$ cat config.mk
export PLATFORM = sky130hd
export DESIGN_NAME = shift_pipe
export DESIGN_NICKNAME = d
export VERILOG_FILES = /design/src/rtl/shift_pipe.sv
export SDC_FILE = /design/constraint.sdc
export NUM_CORES = 1
export LEC_CHECK = 0
export CAP_MARGIN = 10
export CORE_UTILIZATION = 55
export DETAILED_ROUTE_END_ITERATION = 16
export PLACE_DENSITY = 0.76
export SETUP_SLACK_MARGIN = 0.4
export SYNTH_ARGS = -nofsm -noshare
export SYNTH_HDL_FRONTEND = slang
export SYNTH_SLANG_ARGS = --single-unit
$ cat constraint.sdc
create_clock -name clk -period 5 [get_ports clk]
set_input_delay 0.75 -clock clk [delete_from_list [all_inputs] [get_ports clk]]
set_output_delay 0.75 -clock clk [all_outputs]
set_load 0.03 [all_outputs]
$ cat src/rtl/shift_pipe.sv
// -----------------------------------------------------------------------------
// shift_pipe
//
// Pipelined barrel shifter / rotator for the ALU datapath. The shift amount is
// decomposed into SHW mux layers. Layer i moves the word by 2^i positions when
// in_shamt[i] is set. Layers are grouped into L = ceil(SHW/REG_EVERY) register
// stages. The last stage is also the output holding register.
//
// Supported operations (in_op):
//   000 SLL  logical left, zero fill
//   001 SRL  logical right, zero fill
//   010 SRA  arithmetic right, fill with the operand MSB captured at issue
//   011 ROL  rotate left
//   100 ROR  rotate right
//   others   illegal: the operand passes through unchanged and out_err=1
//
// Ports:
//   clk        rising-edge clock
//   rst_n      asynchronous active-low reset
//   in_valid   operand valid
//   in_ready   unit can accept this cycle (combinational from the output side)
//   in_data    operand, WIDTH bits
//   in_shamt   shift amount, SHW bits
//   in_op      operation code, 3 bits
//   out_valid  result valid (last-stage valid bit)
//   out_ready  consumer accepts the result
//   out_data   result, WIDTH bits
//   out_zero   out_data == 0, registered alongside out_data
//   out_err    the result came from an illegal in_op
//
// Handshake: a word moves in on a clock edge where in_valid && in_ready, and
// moves out on an edge where out_valid && out_ready. Every stage register
// loads only when advance = !out_valid || out_ready, so the whole pipeline
// stalls together. in_ready equals advance and never depends on in_valid.
// Bubbles are carried through as valid=0 slots and are not squeezed out.
// -----------------------------------------------------------------------------
module shift_pipe #(
    parameter int WIDTH     = 32,
    parameter int REG_EVERY = 1,
    localparam int SHW      = $clog2(WIDTH)
) (
    input  logic             clk,
    input  logic             rst_n,
    input  logic             in_valid,
    output logic             in_ready,
    input  logic [WIDTH-1:0] in_data,
    input  logic [SHW-1:0]   in_shamt,
    input  logic [2:0]       in_op,
    output logic             out_valid,
    input  logic             out_ready,
    output logic [WIDTH-1:0] out_data,
    output logic             out_zero,
    output logic             out_err
);

    // Number of register stages (pipeline latency in cycles).
    localparam int L = (SHW + REG_EVERY - 1) / REG_EVERY;

    localparam logic [2:0] OP_SLL = 3'b000;
    localparam logic [2:0] OP_SRL = 3'b001;
    localparam logic [2:0] OP_SRA = 3'b010;
    localparam logic [2:0] OP_ROL = 3'b011;
    localparam logic [2:0] OP_ROR = 3'b100;

    // Control information that travels alongside the data word.
    // sign is the operand MSB sampled at issue; SRA fills with it in every
    // later layer.
    typedef struct packed {
        logic [2:0]     op;
        logic [SHW-1:0] shamt;
        logic           sign;
    } meta_t;

    // -------------------------------------------------------------------------
    // Stage registers. Index k (1..L) is the register after stage k's group of
    // mux layers. Stage L drives the outputs.
    // -------------------------------------------------------------------------
    logic [L:1]       valid_q, valid_d;
    logic [WIDTH-1:0] data_q [1:L];
    logic [WIDTH-1:0] data_d [1:L];
    meta_t            meta_q [1:L];
    meta_t            meta_d [1:L];
    logic             zero_q, zero_d;
    logic             err_q, err_d;
    logic             advance;

    // One mux layer: move the word by sh positions (sh is a power of two and
    // is always below WIDTH, so the WIDTH-sh rotate term never reaches WIDTH).
    function automatic logic [WIDTH-1:0] layer_shift(
        input logic [WIDTH-1:0] d,
        input logic [2:0]       op,
        input logic             sign,
        input int               sh
    );
        logic [WIDTH-1:0] ones;
        logic [WIDTH-1:0] r;
        ones = '1;
        case (op)
            OP_SLL:  r = d << sh;
            OP_SRL:  r = d >> sh;
            // The top sh bits are vacated by the right shift; ~(ones >> sh)
            // selects exactly those positions.
            OP_SRA:  r = (d >> sh) | (sign ? ~(ones >> sh) : '0);
            OP_ROL:  r = (d << sh) | (d >> (WIDTH - sh));
            OP_ROR:  r = (d >> sh) | (d << (WIDTH - sh));
            default: r = d;
        endcase
        return r;
    endfunction

    function automatic logic op_illegal(input logic [2:0] op);
        return (op > OP_ROR);
    endfunction

    // -------------------------------------------------------------------------
    // Next-state logic for every stage.
    // -------------------------------------------------------------------------
    always_comb begin : stage_logic
        logic [WIDTH-1:0] cur;
        meta_t            src_meta;
        logic             src_valid;

        advance = !valid_q[L] || out_ready;

        valid_d = valid_q;
        zero_d  = zero_q;
        err_d   = err_q;
        for (int k = 1; k <= L; k++) begin
            data_d[k] = data_q[k];
            meta_d[k] = meta_q[k];
        end

        cur       = '0;
        src_meta  = '0;
        src_valid = 1'b0;

        for (int k = 1; k <= L; k++) begin
            if (k == 1) begin
                cur            = in_data;
                src_meta.op    = in_op;
                src_meta.shamt = in_shamt;
                src_meta.sign  = in_data[WIDTH-1];
                src_valid      = in_valid;
            end else begin
                cur       = data_q[k-1];
                src_meta  = meta_q[k-1];
                src_valid = valid_q[k-1];
            end

            // Apply the mux layers that belong to stage k.
            for (int i = 0; i < SHW; i++) begin
                if ((i / REG_EVERY) == (k - 1) && src_meta.shamt[i]) begin
                    cur = layer_shift(cur, src_meta.op, src_meta.sign, 1 << i);
                end
            end

            if (advance) begin
                valid_d[k] = src_valid;
                data_d[k]  = cur;
                meta_d[k]  = src_meta;
            end
        end

        // The flags are registered together with the final data word so that
        // they hold with it during a stall.
        if (advance) begin
            zero_d = (data_d[L] == '0);
            err_d  = op_illegal(meta_d[L].op);
        end
    end

    // -------------------------------------------------------------------------
    // State registers. The async reset clears every valid bit, which discards
    // anything in flight.
    // -------------------------------------------------------------------------
    always_ff @(posedge clk or negedge rst_n) begin
        if (!rst_n) begin
            valid_q <= '0;
            for (int k = 1; k <= L; k++) begin
                data_q[k] <= '0;
                meta_q[k] <= '0;
            end
            zero_q <= 1'b0;
            err_q  <= 1'b0;
        end else begin
            valid_q <= valid_d;
            for (int k = 1; k <= L; k++) begin
                data_q[k] <= data_d[k];
                meta_q[k] <= meta_d[k];
            end
            zero_q <= zero_d;
            err_q  <= err_d;
        end
    end

    // -------------------------------------------------------------------------
    // Outputs
    // -------------------------------------------------------------------------
    assign in_ready  = advance;
    assign out_valid = valid_q[L];
    assign out_data  = data_q[L];
    assign out_zero  = zero_q;
    assign out_err   = err_q;

endmodule

# [Yosys cells after proc, flatten, opt, wreduce, memory -nomap -nowiden]
# Cells that the tools add are included.
[totals] regBits=212 input_bits=44 output_inout_bits=36 elab_cells=84
[op_classes] magnitude_cmp=1 n_eq_ne=20 muxes=17 n_bitwise=14 reduce_logical=9
[ops] cell="$pmux W32 S5" count=4
[ops] cell="$mux W32" count=11
[ops] cell="$pmux W32 S4" count=1
[ops] cell="$or A16 B32 Y32" count=2
[ops] cell="$or A24 B32 Y32" count=2
[ops] cell="$or A28 B32 Y32" count=2
[ops] cell="$or A30 B32 Y32" count=2
[ops] cell="$or A31 B32 Y32" count=2
[ops] cell="$logic_not A32 Y1" count=1
[ops] cell="$or A32 B1 Y32" count=1
[ops] cell="$or A32 B2 Y32" count=1
[ops] cell="$or A32 B4 Y32" count=1
[ops] cell="$or A32 B8 Y32" count=1
[ops] cell="$eq A3 B2 Y1 const B" count=10
[ops] cell="$eq A3 B1 Y1 const B" count=5
[ops] cell="$eq A3 B3 Y1 const B" count=5
[ops] cell="$logic_not A3 Y1" count=5
[ops] cell="$mux W9" count=1
[ops] cell="$gt A3 B3 Y1 const B" count=1
[ops] cell="$reduce_or A2 Y1" count=1
[ops] cell="$logic_not A1 Y1" count=1
[ops] cell="$logic_or A1 B1 Y1" count=1

# [Logic depth before layout (Yosys ltp)]
[depth] ltp_word=6 ltp_mapped=10

# [Worst setup path after synthesis]
# OpenSTA, ideal clock, no wires.
[synth_path] path_kind="input port to output port" from="input port out_ready" to="output port in_ready" arrival_ns=1.827 required_ns=4.250 path_slack_ns=2.423 cell_stages=6 cell_sequence="nor2b_1 buf_6 inv_4 buf_6 clkbuf_1 clkbuf_1"
[synth_between] elab_chain_len=1
[synth_rtl] item="from (decl)" line="50" rtl="input logic out_ready,"
[synth_rtl] item="$logic_or A1 B1 Y1" line="123" rtl="advance = !valid_q[L] || out_ready;"
[synth_rtl] item="to (decl)" line="45" rtl="output logic in_ready,"
# No other way between the ends.

# [Worst setup path after layout]
# Ends and elaborated chain as after synthesis.

==> flow_metrics.env <==
export IMPL_grtUsageTotal_pct=28.0
export IMPL_ir_drop_mv=0.413
export IMPL_die_x_um=143
export IMPL_powerDensity_mw_per_mm2=725
export IMPL_path_cells="clkdlybuf4s50_1, nor2b_4, inv_4, clkdlybuf4s50_1"
export IMPL_num_rows=51
export IMPL_clk_pin_slew_ns=0.08
export IMPL_synth_edf_count=0
export IMPL_route_vias_total=9493
export IMPL_drive_gt1_share_pct=5.16
export IMPL_synthDistinctLibCells=56
export IMPL_synth_area_leaders="dfrtp_1 (44%), nand2_1 (14%), o21ai_0 (11%)"
export IMPL_start_kind="input pin"
export IMPL_antenna_found_initial=0
export IMPL_swShare_pct=47.3
export IMPL_syn_inst=1359
export IMPL_viasPerCell=5.93
export IMPL_crit_path_max_fanout=58
export IMPL_first_pass_iters=6
export IMPL_yosys_area_top_type="dfrtp_1"
export IMPL_synth_ff_type="dfrtp_1"
export IMPL_cp_num_buf_inv=3
export IMPL_fp_coreArea_mm2=0.0194
export IMPL_root_buffer="clkbuf_16"
export IMPL_grt_pass1_vias=8501
export IMPL_rsz0062_at_grt="false"
export IMPL_antennaDiodeCount=0
export IMPL_drt_iter0_drc=935
export IMPL_hold_viol_final=0
export IMPL_pwr_share_clk_pct=15.4
export IMPL_endpoint_kind="output port"
export IMPL_regArea_mm2=0.00483
export IMPL_nets=1367
export IMPL_area_growth_pct=10.5
export IMPL_port_buffers=79
export IMPL_cts_resized=0
export IMPL_fin_crit_sh_pct=65.9
export IMPL_p_switching_mw=4.11
export IMPL_syn_cell_area_mm2=0.0109
export IMPL_dp_hpwl_um=18900
export IMPL_p_comb_share_pct=46.7
export IMPL_finalSetupTns_ns=0
export IMPL_status="finished clean"
export IMPL_p_leak_nw=4.90
export IMPL_hold_path_class="in -> async"
export IMPL_max_stage_delay_ns=0.79
export IMPL_crit_cells=4
export IMPL_r2r_worst_path_cells=8
export IMPL_postCtsHoldBufs=0
export IMPL_path_class="in -> out"
export IMPL_gp_congestion=0.921
export IMPL_ys_seq_area_share_pct=44.5
export IMPL_fin_crit_ns=3.30
export IMPL_fin_skew_ns=0.0143
export IMPL_cp_common_cell="clkdlybuf4s50_1"
export IMPL_cts_sinks=193
export IMPL_htreeDepth=4
export IMPL_clock_latency_ns=0.44
export IMPL_tightest_slew_ns=1.16
export IMPL_syn_nets=1403
export IMPL_ys_ff_latch=193
export IMPL_required_ns=4.25
export IMPL_drt_total_wl_um=27100
export IMPL_yosys_top_cells_count="nand2_1 (396), o21ai_0 (235), dfrtp_1 (193)"
export IMPL_numCtsBuffers=17
export IMPL_cts_tree="done"
export IMPL_fp_dieH_um=143
export IMPL_synth_async_reset_ratio_pct=100
export IMPL_multi_input_area_mm2=0.00532
export IMPL_slew_limit_headroom_pct=22.5
export IMPL_worstPathArrival_ns=2.55
export IMPL_grt_first_pass_wirelength_um=44600
export IMPL_antenna_left=0
export IMPL_yosysMostFrequentCell="nand2_1"
export IMPL_nFillCells=1774
export IMPL_crit_family="buffers and inverters"
export IMPL_postCtsSetupBuffers=0
export IMPL_syn_avg_cell_area_um2=7.99
export IMPL_internal_power_mw=4.59
export IMPL_initial_utilization_pct=56.0
export IMPL_die_area_mm2=0.0203
export IMPL_critPathSlowestCell="clkdlybuf4s50_1"
export IMPL_holdWs_ns=0.450
export IMPL_power_frac_seq_pct=37.9
export IMPL_clock_fmax_mhz=303
export IMPL_drv_slew=0
export IMPL_clk_path_buf_depth=2
export IMPL_yosys_warnings=0
export IMPL_grt_overflow_total=0
export IMPL_setup_viol=0
export IMPL_synth_top_area_share_pct=44.5
export IMPL_grt_max_degree=256
export IMPL_drv_cap=0
export IMPL_wl_per_cell_um=16.9
export IMPL_io_pins=80
export IMPL_drc_errors=0
## cells by family (layout without fill, tap and decap cells)
| family | after synthesis | in the layout | share of synthesized area (%) |
|---|---|---|---|
| adders and majority gates | 15 | 15 | 1.38 |
| and+or+nand+nor | 462 | 462 | 17.0 |
| AOI/OAI and AO/OA | 497 | 497 | 26.7 |
| muxes | 33 | 33 | 3.07 |
| xor gates and xnor gates | 5 | 5 | 0.403 |
| buffers and inverters | 154 | 131 | 6.95 |
| DFF | 193 | 193 | 44.5 |
## cell type report
class                   count  share of cell area, %
clock buffers              18                   3.66
clock inverters            14                   1.15
inverters                   8                  0.271
multi-input cells        1012                   44.3
flip-flops and latches    193                   40.3
well taps                 265                   2.76
repair buffers             91                   7.58
## flip-flops by register name (all words and copies together), names as in the netlist
signal    cells
out_err       1
data_q      128
valid_q       5
out_zero      1
meta_q       26
out_data     32
## layer usage
layer  track usage, %  part of all wire, %  wire length, um
met1             39.3                   45            12300
met2             44.6                   48            13000
met3             4.54                  5.3             1430
met4             8.60                  1.5              408
met5                0                    0                0
## stage by stage
stage	total power [mW]	std cells	utilization, %	setup slack (ns)	instance area, um2
floorplan	6.19	1359	-	2.42	10900
global placement	7.16	1567	58.7	1.42	11400
detailed placement	7.30	1567	58.7	1.37	11400
CTS	8.64	1599	61.7	1.72	12000
global route	9.35	1601	61.9	1.61	12000
finish	8.70	1601	61.9	1.70	12000
## cell usage in the layout (no fill, tap or decap), types with 3 or more instances in the layout
cell type          n
a21o_1             4
a21oi_1           74
a21oi_2            4
a22oi_1           83
buf_4             10
clkbuf_16         17
clkdlybuf4s50_1   78
dfrtp_1          193
inv_1              7
inv_6              6
inv_8              5
maj3_1            15
mux2i_1           31
nand2_1          396
nand2b_1           4
nand3_1            3
nor2_1            32
nor2b_1            3
nor4_1             5
o21ai_0          234
o21ai_1           17
o21ai_2            4
o22a_1            15
o22ai_1           43
o32ai_1            3
or2_2              4
xnor2_1            4
## power by group through the flow
stage,combinational (mW),clock (mW),sequential [mW]
after floorplan,3.39,0,2.80
after global placement,3.88,0,3.28
after detailed placement,4.00,0,3.30
after CTS,4.01,1.36,3.27
after global routing,4.56,1.41,3.38
final,4.06,1.34,3.29
## path summary, 6_finish.rpt
check,slack [ns],from,to
worst max-delay path,1.70,out_ready,in_ready
worst min-delay path,0.45,rst_n,out_data[10]
worst max register to register,2.20,valid_q[5],out_zero
worst min register to register,0.47,valid_q[4],valid_q[5]
max in group asynchronous,3.44,rst_n,data_q[93]
min in group clk,0.47,valid_q[4],valid_q[5]
No activity file was read; power rests on OpenSTA's default activity.
